File: src/rtl/instr_fetch.sv
// Instruction fetch stage: issues ROM reads, catches the 1-cycle-latency data
// in an output entry plus a skid entry, and hands words to decode in order.
module instr_fetch #(
    parameter logic [31:0] RESET_PC  = 32'h0000_0000,
    parameter bit          WORD_ADDR = 1'b1
) (
    input  logic        clk,
    input  logic        rst,
    output logic [31:0] imrom_addr,
    input  logic [31:0] imrom_out,
    input  logic        redirect_valid,
    input  logic [31:0] redirect_pc,
    input  logic        halt,
    output logic        id_valid,
    input  logic        id_ready,
    output logic [31:0] id_instr,
    output logic [31:0] id_pc
);

    logic [31:0] pc_q, pc_d;
    logic        reqValid_q, reqValid_d;
    logic [31:0] reqPc_q, reqPc_d;
    logic        outValid_q, outValid_d;
    logic [31:0] outInstr_q, outInstr_d;
    logic [31:0] outPc_q, outPc_d;
    logic        skidValid_q, skidValid_d;
    logic [31:0] skidInstr_q, skidInstr_d;
    logic [31:0] skidPc_q, skidPc_d;

    logic        fire;
    logic        issue;
    logic [1:0]  occupancy;
    logic [31:0] redirectAligned;

    assign imrom_addr      = WORD_ADDR ? {2'b00, pc_q[31:2]} : pc_q;
    assign id_valid        = outValid_q;
    assign id_instr        = outInstr_q;
    assign id_pc           = outPc_q;
    assign redirectAligned = redirect_pc & 32'hFFFF_FFFC;

    // Occupancy counts the slot a firing entry is about to free, so a full
    // stream keeps exactly one word held and one read in flight.
    always_comb begin
        fire      = outValid_q & id_ready;
        occupancy = {1'b0, outValid_q} + {1'b0, skidValid_q} + {1'b0, reqValid_q}
                    - {1'b0, fire};
        issue     = !rst && !redirect_valid && !halt && (occupancy < 2'd2);
    end

    always_comb begin
        pc_d        = pc_q;
        reqValid_d  = reqValid_q;
        reqPc_d     = reqPc_q;
        outValid_d  = outValid_q;
        outInstr_d  = outInstr_q;
        outPc_d     = outPc_q;
        skidValid_d = skidValid_q;
        skidInstr_d = skidInstr_q;
        skidPc_d    = skidPc_q;

        if (rst) begin
            pc_d        = RESET_PC;
            reqValid_d  = 1'b0;
            reqPc_d     = 32'h0;
            outValid_d  = 1'b0;
            outInstr_d  = 32'h0;
            outPc_d     = 32'h0;
            skidValid_d = 1'b0;
            skidInstr_d = 32'h0;
            skidPc_d    = 32'h0;
        end else if (redirect_valid) begin
            pc_d        = redirectAligned;
            reqValid_d  = 1'b0;
            outValid_d  = 1'b0;
            skidValid_d = 1'b0;
        end else begin
            reqValid_d = issue;
            if (issue) begin
                reqPc_d = pc_q;
                pc_d    = pc_q + 32'd4;
            end

            // The skid always drains into the output first to preserve order.
            if (fire && skidValid_q) begin
                outValid_d  = 1'b1;
                outInstr_d  = skidInstr_q;
                outPc_d     = skidPc_q;
                skidValid_d = reqValid_q;
                if (reqValid_q) begin
                    skidInstr_d = imrom_out;
                    skidPc_d    = reqPc_q;
                end
            end else if (!outValid_q || fire) begin
                outValid_d = reqValid_q;
                if (reqValid_q) begin
                    outInstr_d = imrom_out;
                    outPc_d    = reqPc_q;
                end
            end else if (reqValid_q) begin
                skidValid_d = 1'b1;
                skidInstr_d = imrom_out;
                skidPc_d    = reqPc_q;
            end
        end
    end

    always_ff @(posedge clk) begin
        pc_q        <= pc_d;
        reqValid_q  <= reqValid_d;
        reqPc_q     <= reqPc_d;
        outValid_q  <= outValid_d;
        outInstr_q  <= outInstr_d;
        outPc_q     <= outPc_d;
        skidValid_q <= skidValid_d;
        skidInstr_q <= skidInstr_d;
        skidPc_q    <= skidPc_d;
    end

endmodule

File: config.mk
export PLATFORM = sky130hd
export DESIGN_NAME = instr_fetch
export DESIGN_NICKNAME = d
export VERILOG_FILES = /design/src/rtl/instr_fetch.sv
export SDC_FILE = /design/constraint.sdc
export NUM_CORES = 1
export LEC_CHECK = 0
export BUFFER_PORTS_ARGS = -buffer_cell sky130_fd_sc_hd__clkbuf_2
export CAP_MARGIN = 10
export CORE_UTILIZATION = 51
export CTS_BUF_LIST = sky130_fd_sc_hd__clkbuf_4 sky130_fd_sc_hd__clkbuf_8
export DETAILED_ROUTE_END_ITERATION = 10
export HOLD_SLACK_MARGIN = 0.08
export PLACE_DENSITY = 0.78
export SLEW_MARGIN = 20
export SYNTH_ARGS = -nofsm -noshare
export SYNTH_HDL_FRONTEND = slang
export SYNTH_SLANG_ARGS = --single-unit
File: constraint.sdc
create_clock -name clk -period 2.5 [get_ports clk]
set_input_delay 0.25 -clock clk [delete_from_list [all_inputs] [get_ports clk]]
set_output_delay 0.25 -clock clk [all_outputs]
set_load 0.02 [all_outputs]
==> metrics.md <==
| Metric | Value |
|---|---|
| Setup violators final | 0 |
| Multi-input logic area | ~3800 sq um |
| Chip Width | 125.8 um |
| Top-count cell post-synth | nand2_1 |
| Async SR Flop Fraction | 0% |
| Hold crit path type | input pin to flop |
| Status | finished, final reports clean |
| Synth cell count leaders | 209 x nand2_1, 187 x dfxtp_1, 111 x a21oi_1 |
| Clk slew on worst S/H paths | 100 ps |
| Worst rel slew slack | around half |
| Max Used Layer | met4 |
| CP Class | flop to flop |
| Total GRT Usage | between 20 and 25% |
| Required @ worst endpoint | 2890 ps |
| Wire per inst | 14.87 um |
| Vias in the first global route | between 6,000 and 7,000 |
| Pre-CTS WS | -85.12 ps |
| EDFF count, synth | 0 |
| Synthesized area per cell | 8.442 sq um |
| Max rail drop VDD | between 300 and 400 uV |
| Detailed router's first-iteration violation count | between 400 and 500 |
| DP HPWL | about 13 mm |
| Starting Density | between 50% and 60% |
| Max Cap Violations | 0 |
| Overflow after GRT | 0 |
| CP startpoint | id_valid |
| RSZ-0062 raised after global routing | yes |
| Fin nets | 1,199 |
| Vias | approximately 7,200 |
| WHS | 97.89 ps |
| Worst r2r src | id_valid |
| # rows | 44 |
| Worst Tran Pin Value | roughly 750 ps |
| Clk_skew | ~15 ps |
| Post-Syn Instances | a little over 900 |
| First-pass GRT wire length | between 30 and 40 mm |
| Most area-hungry cell type in the Yosys netlist | dfxtp_1 |
| PwrDens | around 570 nW/um^2 |
| Worst EP arrival | ~2900 ps |
| Largest net degree at the start of global routing | 73 |
| Fraction of layout cells with a size suffix above 1 | 23.42% |
| Final Cycle Share | 99.15% |
| Max Clock Freq | between 0.4 and 0.5 GHz |
| Fillers | approximately 1,200 |
| Fin crit period | 2479 ps |
| Clock Sinks | about 190 |
| Synth area leaders | dfxtp_1 48%, nand2_1 10%, mux2i_1 8.2%, a21oi_1 7.1%, a211oi_1 6.6% |
| Worst skew pair latency | roughly 470 ps |
| Final WS setup | 21.37 ps |
| Distinct cells, synth | 47 |
| Final ANT Viol Nets | 0 |
| Area Overhead vs Synth | 27.98% |
| CORE AREA | 14,750 sq um |
| CP max FO | 12 |
| Fin. max-slew vios | 0 |
| DR DRC count | 0 |
| Prevailing post-synth register cell | dfxtp_1 |
| RD Place Congestion | roughly 0.8 |
| CP Launch Type | flop |
| Hold_sp | redirect_pc[30] |
| # port buffers | approximately 160 |
| Yosys warns | 0 |
| H-tree Lvls | 4 |
| Dpl cell area | a little under 9000 sq um |
| Post-Layout Inst Area | 10,000 sq um |
| Die area | between 15,000 and 20,000 sq um |
| Share of the synthesized area in the top cell type | 47.89% |
| Met3 WL | around 1.2 mm |
| M1 WL | 8.647 mm |
| Met2 WL | a little over 9 mm |
| Chip Height | between 100 and 150 um |
| Syn Std Cell Area | 7817 sq um |
| Pre-antenna DRT Iters | 5 |
| Via density | 5.443 |
| TritonCTS buffer count | 17 |
| Io pins | roughly 170 |
| Initial antenna violation count | 1 |
| Clk root buf | clkbuf_8 |
| Critical path capture point type | flop |
| TritonCTS clock tree | done |
| P_leak | 4.149 nW |
| Maximum clock path buffer count | 2 |
| Yosys reg bits | between 150 and 200 |
| Detailed Route WL | 19.70 mm |
| Sequential fraction of the synthesis area | between 40% and 50% |
| Final hold violations | 0 |
| Sequential Area | around 3700 sq um |
-- layout by cell type (no fill, tap or decap), types with 3 or more instances in the layout --
cell type and n:
a211oi_1 69, a21oi_1 109, a22oi_1 3, a31oi_1 10, buf_12 6, buf_4 31, buf_6 5, clkbuf_2 158
clkbuf_8 18, clkinv_4 3, clkinvlp_4 3, conb_1 4, dfxtp_1 186, dlygate4sd3_1 56, inv_1 7, inv_6 5
mux2i_1 63, nand2_1 207, nand2b_1 3, nand3_1 9, nand4_1 10, nor2_1 79, nor3_1 4, nor4_1 7
nor4_2 3, nor4_4 3, o211ai_1 4, o21ai_0 5, o311ai_0 6, or2_2 3, or3_1 6, xnor2_1 3
xor2_1 4
-- power breakdown --
part | switching [W] | leakage (nW) | internal (W)
clock network | 0.00113 | 0.190 | 0.000852
registers | 0.0000734 | 1.52 | 0.00305
logic | 0.000349 | 2.44 | 0.000258
-- logic make-up (layout without fill, tap and decap cells) --
family	Yosys count	count (layout)	share of synthesized area (%)
AOI/OAI and AO/OA	218	218	17.43
xor gates and xnor gates	7	7	0.7843
other	1	5	0.04797
buffers and inverters	88	299	4.706
and+or+nand+nor	356	356	20.18
adders and majority gates	3	3	0.4802
DFF	187	187	47.89
muxes	66	66	8.483
-- metrics by stage --
step / instances / total power, W / setup TNS [ps] / utilization (%)
5_1_grt: 1325 / 0.005929 / -86.56 / 67.81
3_3_place_gp: 1234 / 0.003702 / -17.88 / 60.57
3_5_place_dp: 1234 / 0.003713 / -180.5 / 60.57
4_1_cts: 1322 / 0.005738 / -9.875 / 67.08
2_1_floorplan: 929 / 0.003494 / -12.03 / -
6_report: 1325 / 0.005717 / 0 / 67.81
-- metal layers --
metal	global-route usage [%]	up-vias
li1	-	3638
met1	31.45	3316
met2	40.33	219
met3	6.669	39
met4	10.35	0
met5	0	-
-- flip-flops by register name, summed over array words and instances (netlist names) --
signal,count
id_pc,30
pc_q,30
reqValid_q,1
id_valid,1
skidInstr_q,32
id_instr,32
skidValid_q,1
skidPc_q,30
reqPc_q,30
-- worst max-delay path: stages, from the launching register on --
cell     delay, ps
dfxtp_4        350
and2_4         150
ha_4           260
inv_2           40
ha_4           250
a21oi_2         50
buf_6          120
mux2i_4        200
buf_12         170
buf_8          130
or4_4          500
a31oi_1        180
-- path summary, 6_finish.rpt --
| check | to | cells after the start | slack, ps |
|---|---|---|---|
| worst max-delay path | pc_q[21] | 11 | 20 |
| worst min-delay path | pc_q[30] | 3 | 100 |
| worst max register to register | pc_q[21] | 11 | 20 |
| worst min register to register | skidInstr_q[20] | 2 | 460 |
-- timing repair --
action	4_1_cts	5_1_grt
resized for setup	3	19
hold buffers	56	0
hold endpoints to repair	56	0
pin swaps	1	9
setup endpoints to repair	2	47
buffers inserted	0	2
-- layout make-up --
| type | instances | share of cell area, % |
|---|---|---|
| Antenna cell | 1 | 0.02501 |
| Clock buffer | 19 | 2.551 |
| Clock inverter | 13 | 1.338 |
| Inverter | 9 | 0.3627 |
| Multi-Input combinational cell | 654 | 38.07 |
| Sequential cell | 187 | 37.46 |
| Tap cell | 184 | 2.301 |
| Timing Repair Buffer | 258 | 17.90 |
(Power assumes the default switching activity.)
